`config.mk`:
```
export PLATFORM = sky130hd
export DESIGN_NAME = signed_product_restore
export DESIGN_NICKNAME = d
export VERILOG_FILES = /design/src/rtl/signed_product_restore.sv
export SDC_FILE = /design/constraint.sdc
export NUM_CORES = 1
export LEC_CHECK = 0
export CAP_MARGIN = 20
export CELL_PAD_IN_SITES_DETAIL_PLACEMENT = 0
export CELL_PAD_IN_SITES_GLOBAL_PLACEMENT = 1
export CORE_MARGIN = 10
export CORE_UTILIZATION = 47
export DETAILED_ROUTE_END_ITERATION = 8
export DONT_BUFFER_PORTS = 1
export PLACE_DENSITY_LB_ADDON = 0.1
export SKIP_CTS_REPAIR_TIMING = 1
export SYNTH_ARGS = -nofsm -noshare
export SYNTH_HDL_FRONTEND = slang
export SYNTH_SLANG_ARGS = --single-unit
```
`constraint.sdc`:
```
create_clock -name clk -period 5.8 [get_ports clk]
set_clock_uncertainty 0.05 [all_clocks]
set_input_delay 1.16 -clock clk [delete_from_list [all_inputs] [get_ports clk]]
set_output_delay 1.16 -clock clk [all_outputs]
set_load 0.005 [all_outputs]
```
`src/rtl/signed_product_restore.sv`:
```
// Output stage of the signed multiplier: turns an unsigned magnitude plus a sign
// into a two's-complement product, negating one CHUNK-wide slice per cycle.
module signed_product_restore #(
  parameter int WIDTH = 64,
  parameter int CHUNK = 16
) (
  input  logic             clk,
  input  logic             rst,
  input  logic             in_valid,
  output logic             in_ready,
  input  logic [WIDTH-1:0] mag,
  input  logic             neg,
  output logic             out_valid,
  input  logic             out_ready,
  output logic [WIDTH-1:0] result,
  output logic             ovf,
  output logic             busy
);

  localparam int N  = WIDTH / CHUNK;
  localparam int IW = (N > 1) ? $clog2(N) : 1;
  localparam logic [IW-1:0] LAST_IDX = IW'(N - 1);

  typedef enum logic [1:0] {
    IDLE = 2'd0,
    CONV = 2'd1,
    DONE = 2'd2
  } state_t;

  state_t           state_q, state_d;
  logic [IW-1:0]    idx_q, idx_d;
  logic             carry_q, carry_d;
  logic [WIDTH-1:0] result_q, result_d;
  logic             ovf_q, ovf_d;
  logic             out_valid_q, out_valid_d;
  logic             in_ready_q, in_ready_d;
  logic             busy_q, busy_d;
  logic [CHUNK:0]   chunk_sum_s;

  // A negative result only overflows when the magnitude exceeds 2^(WIDTH-1).
  function automatic logic calc_ovf(input logic [WIDTH-1:0] m, input logic n);
    logic o;
    if (n) begin
      o = m[WIDTH-1] & (|m[WIDTH-2:0]);
    end else begin
      o = m[WIDTH-1];
    end
    return o;
  endfunction

  // Next-state, chunked negation datapath and registered-output decode
  always_comb begin
    state_d     = state_q;
    idx_d       = idx_q;
    carry_d     = carry_q;
    result_d    = result_q;
    ovf_d       = ovf_q;
    chunk_sum_s = {1'b0, ~result_q[idx_q*CHUNK +: CHUNK]} + {{CHUNK{1'b0}}, carry_q};

    case (state_q)
      IDLE: begin
        if (in_valid && in_ready_q) begin
          result_d = mag;
          ovf_d    = calc_ovf(mag, neg);
          idx_d    = '0;
          carry_d  = 1'b1;
          if (neg) begin
            state_d = CONV;
          end else begin
            state_d = DONE;
          end
        end else begin
          state_d = IDLE;
        end
      end
      CONV: begin
        result_d[idx_q*CHUNK +: CHUNK] = chunk_sum_s[CHUNK-1:0];
        carry_d = chunk_sum_s[CHUNK];
        idx_d   = idx_q + IW'(1);
        if (idx_q == LAST_IDX) begin
          state_d = DONE;
        end else begin
          state_d = CONV;
        end
      end
      DONE: begin
        if (out_ready) begin
          state_d = IDLE;
        end else begin
          state_d = DONE;
        end
      end
      default: begin
        state_d = IDLE;
      end
    endcase

    out_valid_d = (state_d == DONE);
    in_ready_d  = (state_d == IDLE);
    busy_d      = (state_d != IDLE);
  end

  // State and output registers; reset abandons any in-flight result
  always_ff @(posedge clk or posedge rst) begin
    if (rst) begin
      state_q     <= IDLE;
      idx_q       <= '0;
      carry_q     <= 1'b1;
      result_q    <= '0;
      ovf_q       <= 1'b0;
      out_valid_q <= 1'b0;
      in_ready_q  <= 1'b1;
      busy_q      <= 1'b0;
    end else begin
      state_q     <= state_d;
      idx_q       <= idx_d;
      carry_q     <= carry_d;
      result_q    <= result_d;
      ovf_q       <= ovf_d;
      out_valid_q <= out_valid_d;
      in_ready_q  <= in_ready_d;
      busy_q      <= busy_d;
    end
  end

  assign in_ready  = in_ready_q;
  assign out_valid = out_valid_q;
  assign result    = result_q;
  assign ovf       = ovf_q;
  assign busy      = busy_q;

endmodule

```
==> results of run 1 <==
[Yosys cell counts (8+ instances only)]
cell type | n | area [um2]
nor2_1 | 13 | 48.8
and3_1 | 45 | 282
o21ai_0 | 58 | 290
a21oi_1 | 49 | 245
mux4_2 | 15 | 338
nor4_1 | 17 | 106
nand3_1 | 17 | 85.1
clkbuf_1 | 29 | 109
nand2_1 | 31 | 116
a22oi_1 | 20 | 150
xnor2_1 | 8 | 70.1
dfrtp_1 | 71 | 1780
[sequential cells by signal, indices dropped and copies added, names as in the netlist]
name / count
result: 64
idx_q: 2
state_q: 2
busy: 1
carry_q: 1
in_ready: 1
out_valid: 1
ovf: 1
[layout make-up]
cell class	instances	area, um2
clock buffer	11	151
clock inverter	4	27.5
fill	840	4260
inverter	5	18.8
multi-input combinational	330	2220
sequential	73	1830
tap	108	135
timing repair buffer	9	78.8
[path summary, 6_finish.rpt]
| check | to | slack (ps) | cells past startpoint |
|---|---|---|---|
| setup / recovery | result[31] | 2220 | 9 |
| hold / removal | ovf | 470 | 2 |
| setup reg to reg | result[31] | 2220 | 9 |
| hold reg to reg | ovf | 470 | 2 |
| max in group asynchronous | result[19] | 4150 | 2 |
| min in group asynchronous | result[39] | 920 | 2 |
[layer usage]
metal	global-route usage, %	vias up	share of wire (%)
met2	36.4	174	47
met5	0	-	0
met1	28.2	1836	38
met4	9.61	0	2.5
li1	-	1638	-
met3	9.75	22	13
[kinds of logic (layout without fill, tap and decap cells)]
| kind of cell | Yosys count | in the layout | synth area share (%) |
|---|---|---|---|
| xor gates and xnor gates | 12 | 12 | 2.50 |
| DFF | 73 | 73 | 43.5 |
| adders and majority gates | 6 | 6 | 1.78 |
| and+or+nand+nor | 154 | 154 | 20.8 |
| AOI/OAI and AO/OA | 136 | 136 | 17.9 |
| buffers and inverters | 39 | 29 | 3.87 |
| muxes | 22 | 22 | 9.73 |
[per-stage QoR]
step                utilization, %  total power [mW]
finish                        51.2              2.82
global route                  51.2              3.05
CTS                           50.9              2.80
detailed placement            48.9              2.42
global placement              48.9              2.40
floorplan                        -              2.01
[layout by cell type (no fill, tap or decap), types with 3 or more instances in the layout]
master,synthesis,routed
xnor2_1,8,8
or4_1,4,4
or3_1,3,3
a21oi_1,49,47
dfrtp_1,71,71
buf_4,0,7
nand4_1,6,6
nor4_1,17,17
nor2_1,13,13
inv_1,5,4
mux4_2,15,15
nand3_1,17,17
and3_1,45,45
nor3_1,5,5
a22oi_1,20,20
o21ai_1,3,3
o21ai_0,58,58
mux2i_1,6,6
ha_1,6,6
nand2_1,31,31
xor2_1,4,4
clkbuf_8,0,11
[worst min-delay path, delay by kind of cell (launching register included)]
kind	cells	cell delay [ps]
DFF	1	370
AOI/OAI and AO/OA	1	60
and+or+nand+nor	1	50
[where the power goes]
part	internal (mW)	switching, mW	leakage (nW)	total (mW)
Combinational	0.534	0.874	0.914	1.41
Sequential	0.735	0.301	0.930	1.04
Clock	0.177	0.204	0.0956	0.381
Total	1.45	1.38	1.94	2.82
==> flow_metrics.env, run 1 <==
export IMPL_setup_viol=0
export IMPL_first_global_vias=3781
export IMPL_worst_slack_ps=2220
export IMPL_whs_ps=471
export IMPL_yosysUniqueCellTypes=40
export IMPL_ys_warn_count=0
export IMPL_async_reset_ff_share_pct=100
export IMPL_insertion_delay_ps=360
export IMPL_crit_path_frequent_cell="inv_1"
export IMPL_drtPass1Iterations=4
export IMPL_slew_violations=0
export IMPL_drc=0
export IMPL_path_delay_family="simple AND/OR/NAND/NOR gates"
export IMPL_dp_slack_ps=2170
export IMPL_fp_dieW_um=115
export IMPL_crit_slowest_cell="dfrtp_1"
export IMPL_max_slew_worst_pin_slew_ps=1000
export IMPL_syn_num_nets=517
export IMPL_syn_inst=442
export IMPL_r2r_start="idx_q[0]"
export IMPL_fin_crit_ps=3580
export IMPL_path_class="register to register"
export IMPL_worstPathCellList="buf_4, mux4_2, inv_1, ha_1, inv_1, or3_1, nor4_4, mux2i_1, nand3_1"
export IMPL_core_area_mm2=0.00872
export IMPL_ioPinCount=137
export IMPL_slew_headroom_pct=33.1
export IMPL_status="completed"
export IMPL_n_antenna_cell=0
export IMPL_antenna_found_initial=0
export IMPL_die_h_um=115
export IMPL_yosysSeqAreaShare_pct=43.5
export IMPL_fin_nets=503
export IMPL_dp_cells=523
export IMPL_layoutNonFillerInstCount=540
export IMPL_groute_usage_overall_pct=23.5
export IMPL_endpoint_kind="register"
export IMPL_numClockSinks=73
export IMPL_io_buffers=0
export IMPL_synth_seq_cells=73
export IMPL_grt_max_degree=74
export IMPL_hp_start="ovf"
export IMPL_routed_via_density=6.80
export IMPL_rsz0062_at_grt="no"
export IMPL_grt_overflow_total=0
export IMPL_worst_path_buf_inv=3
export IMPL_synth_edf_count=0
export IMPL_num_vias=3670
export IMPL_crit_arrival_ps=3770
export IMPL_drive_gt1_share_pct=11.8
export IMPL_cap_violations=0
export IMPL_path_clk_slew_ps=80
export IMPL_p_per_area_mw_per_mm2=632
export IMPL_finalSetupTns_ps=0
export IMPL_crit_start="idx_q[0]"
export IMPL_p_leak_nw=1.94
export IMPL_cp_start_kind="register"
export IMPL_hold_viol=0
export IMPL_clock_root_buffer="clkbuf_8"
export IMPL_fp_row_count=34
export IMPL_cts_buffers=9
export IMPL_synth_avg_cell_area_um2=9.52
export IMPL_ant_nets=0
export IMPL_cp_max_fo=14
export IMPL_wl_per_cell_um=28.8
export IMPL_grt_pass1_wl_um=23600
export IMPL_synth_area_mm2=0.00421
export IMPL_area_growth_pct=6.16
export IMPL_die_area_mm2=0.0131
export IMPL_peakVddDrop_mv=0.429
export IMPL_place_congestion=0.844
export IMPL_cp_slowest_stage_delay_ps=890
export IMPL_fin_crit_sh_pct=61.7
export IMPL_hpwl_um=11500
export IMPL_htreeDepth=3
export IMPL_drtIter0Drc=370
export IMPL_tritoncts="yes"
export IMPL_routed_wl_um=15500
export IMPL_crit_required_ps=5990
export IMPL_hold_path_class="register to register"
export IMPL_start_util_pct=48.2
export IMPL_fmax_ghz=0.280
export IMPL_cts_buffer_depth=2
export IMPL_postLayoutCellArea_mm2=0.00447
export IMPL_ys_flop_type="dfrtp_1"
export IMPL_placed_cell_area_mm2=0.00426
(Power assumes the default switching activity.)
==> run 2: changes to the inputs <==
- clock period: 5.8 -> 3.48 ns (I/O delays scaled with it)
==> flow_metrics.env, run 2 (synthesis results as in run 1) <==
export IMPL_r2r_start="idx_q[0]"
export IMPL_cp_start_kind="register"
export IMPL_tritoncts="yes"
export IMPL_drtPass1Iterations=5
export IMPL_setup_viol=0
export IMPL_start_util_pct=48.2
export IMPL_worstPathCellList="buf_4, mux4_2, or4_4, nor4_4, mux2i_1, nand3_1"
export IMPL_cp_max_fo=11
export IMPL_groute_usage_overall_pct=23.3
export IMPL_n_antenna_cell=0
export IMPL_numClockSinks=73
export IMPL_fin_crit_ps=3130
export IMPL_grt_max_degree=74
export IMPL_insertion_delay_ps=350
export IMPL_hold_path_class="input port to register"
export IMPL_total_power_mw=4.71
export IMPL_finalSetupTns_ps=0
export IMPL_dp_slack_ps=311
export IMPL_fillCellCount=816
export IMPL_fin_nets=508
export IMPL_p_per_area_mw_per_mm2=1050
export IMPL_hold_depth=2
export IMPL_whs_endpoint="result[63]"
export IMPL_drive_gt1_share_pct=12.6
export IMPL_num_vias=3701
export IMPL_fp_dieW_um=115
export IMPL_ant_nets=0
export IMPL_peakVddDrop_mv=0.396
export IMPL_status="completed"
export IMPL_htreeDepth=3
export IMPL_fin_crit_sh_pct=90.0
export IMPL_rrSetupSlack_ps=350
export IMPL_grt_overflow_total=0
export IMPL_antenna_found_initial=0
export IMPL_postLayoutCellArea_mm2=0.00448
export IMPL_fmax_ghz=0.319
export IMPL_hold_viol=0
export IMPL_rr_worst_depth=6
export IMPL_area_growth_pct=6.39
export IMPL_drtIter0Drc=372
export IMPL_final_common_cell="dfrtp_1"
export IMPL_die_h_um=115
export IMPL_wl_per_cell_um=28.6
export IMPL_crit_arrival_ps=3310
export IMPL_core_area_mm2=0.00872
export IMPL_slew_headroom_pct=37.2
export IMPL_hp_start="mag[63]"
export IMPL_hpwl_um=11700
export IMPL_crit_slowest_cell="dfrtp_1"
export IMPL_routed_via_density=6.78
export IMPL_grt_pass1_wl_um=23400
export IMPL_path_clk_slew_ps=80
export IMPL_crit_required_ps=3660
export IMPL_io_buffers=0
export IMPL_routed_wl_um=15600
export IMPL_largest_reg_flops=64
export IMPL_whs_ps=456
export IMPL_place_congestion=0.904
export IMPL_rsz0062_at_grt="no"
export IMPL_cap_violations=0
export IMPL_slew_violations=0
export IMPL_die_area_mm2=0.0131
export IMPL_cp_slowest_stage_delay_ps=650
export IMPL_endpoint_kind="register"
export IMPL_clock_root_buffer="clkbuf_8"
export IMPL_mostFrequentLayoutCells="71 x dfrtp_1, 58 x o21ai_0, 47 x a21oi_1"
export IMPL_ioPinCount=137
export IMPL_worstReg2RegEnd="result[31]"
export IMPL_drc=0
export IMPL_cts_buffers=9
export IMPL_cts_buffer_depth=2
export IMPL_first_global_vias=3601
export IMPL_path_class="register to register"
export IMPL_placed_cell_area_mm2=0.00431
export IMPL_max_slew_worst_pin_slew_ps=942
export IMPL_p_leak_nw=1.94
export IMPL_worst_slack_ps=347
export IMPL_fp_row_count=34
[run 2: power breakdown]
part / total (mW) / switching [mW] / internal [mW]
clock network: 0.584 / 0.328 / 0.256
registers: 1.69 / 0.462 / 1.23
logic: 2.44 / 1.52 / 0.912
total: 4.71 / 2.31 / 2.40
[run 2: worst max path at each step]
stage          slack (ps)     start          to
2_1_floorplan         330  idx_q[0]  result[15]
3_3_place_gp          370  idx_q[0]  result[31]
3_5_place_dp          310  idx_q[0]  result[31]
4_1_cts               300  idx_q[0]  result[31]
5_1_grt               160  idx_q[0]  result[31]
6_report              350  idx_q[0]  result[31]
[run 2: cell type report]
type	count	area, um2	area share (%)
inverters	5	18.8	0.419
multi-input cells	330	2230	49.8
well taps	108	135	3.02
flip-flops and latches	73	1830	40.9
clock inverters	4	22.5	0.503
clock buffers	12	135	3.02
repair buffers	14	105	2.35
[run 2: critical path: cells and delay by family, from the launching register on]
family / cells / cell delay, ps
buffers and inverters: 1 / 330
multiplexers: 2 / 860
flip-flops: 1 / 650
AND/OR/NAND/NOR: 3 / 1110
[run 2: routing by layer]
layer / vias up / track usage [%] / routed length [um]
li1: 1648 / - / -
met1: 1833 / 30.1 / 6110
met2: 194 / 35.1 / 7270
met3: 26 / 8.39 / 1890
met4: 0 / 8.19 / 369
met5: - / 0 / 0
[run 2: per-stage QoR]
stage	util, %	cells
2_1_floorplan	-	442
3_3_place_gp	49.5	530
3_5_place_dp	49.5	530
4_1_cts	51.3	546
5_1_grt	51.3	546
6_report	51.3	546
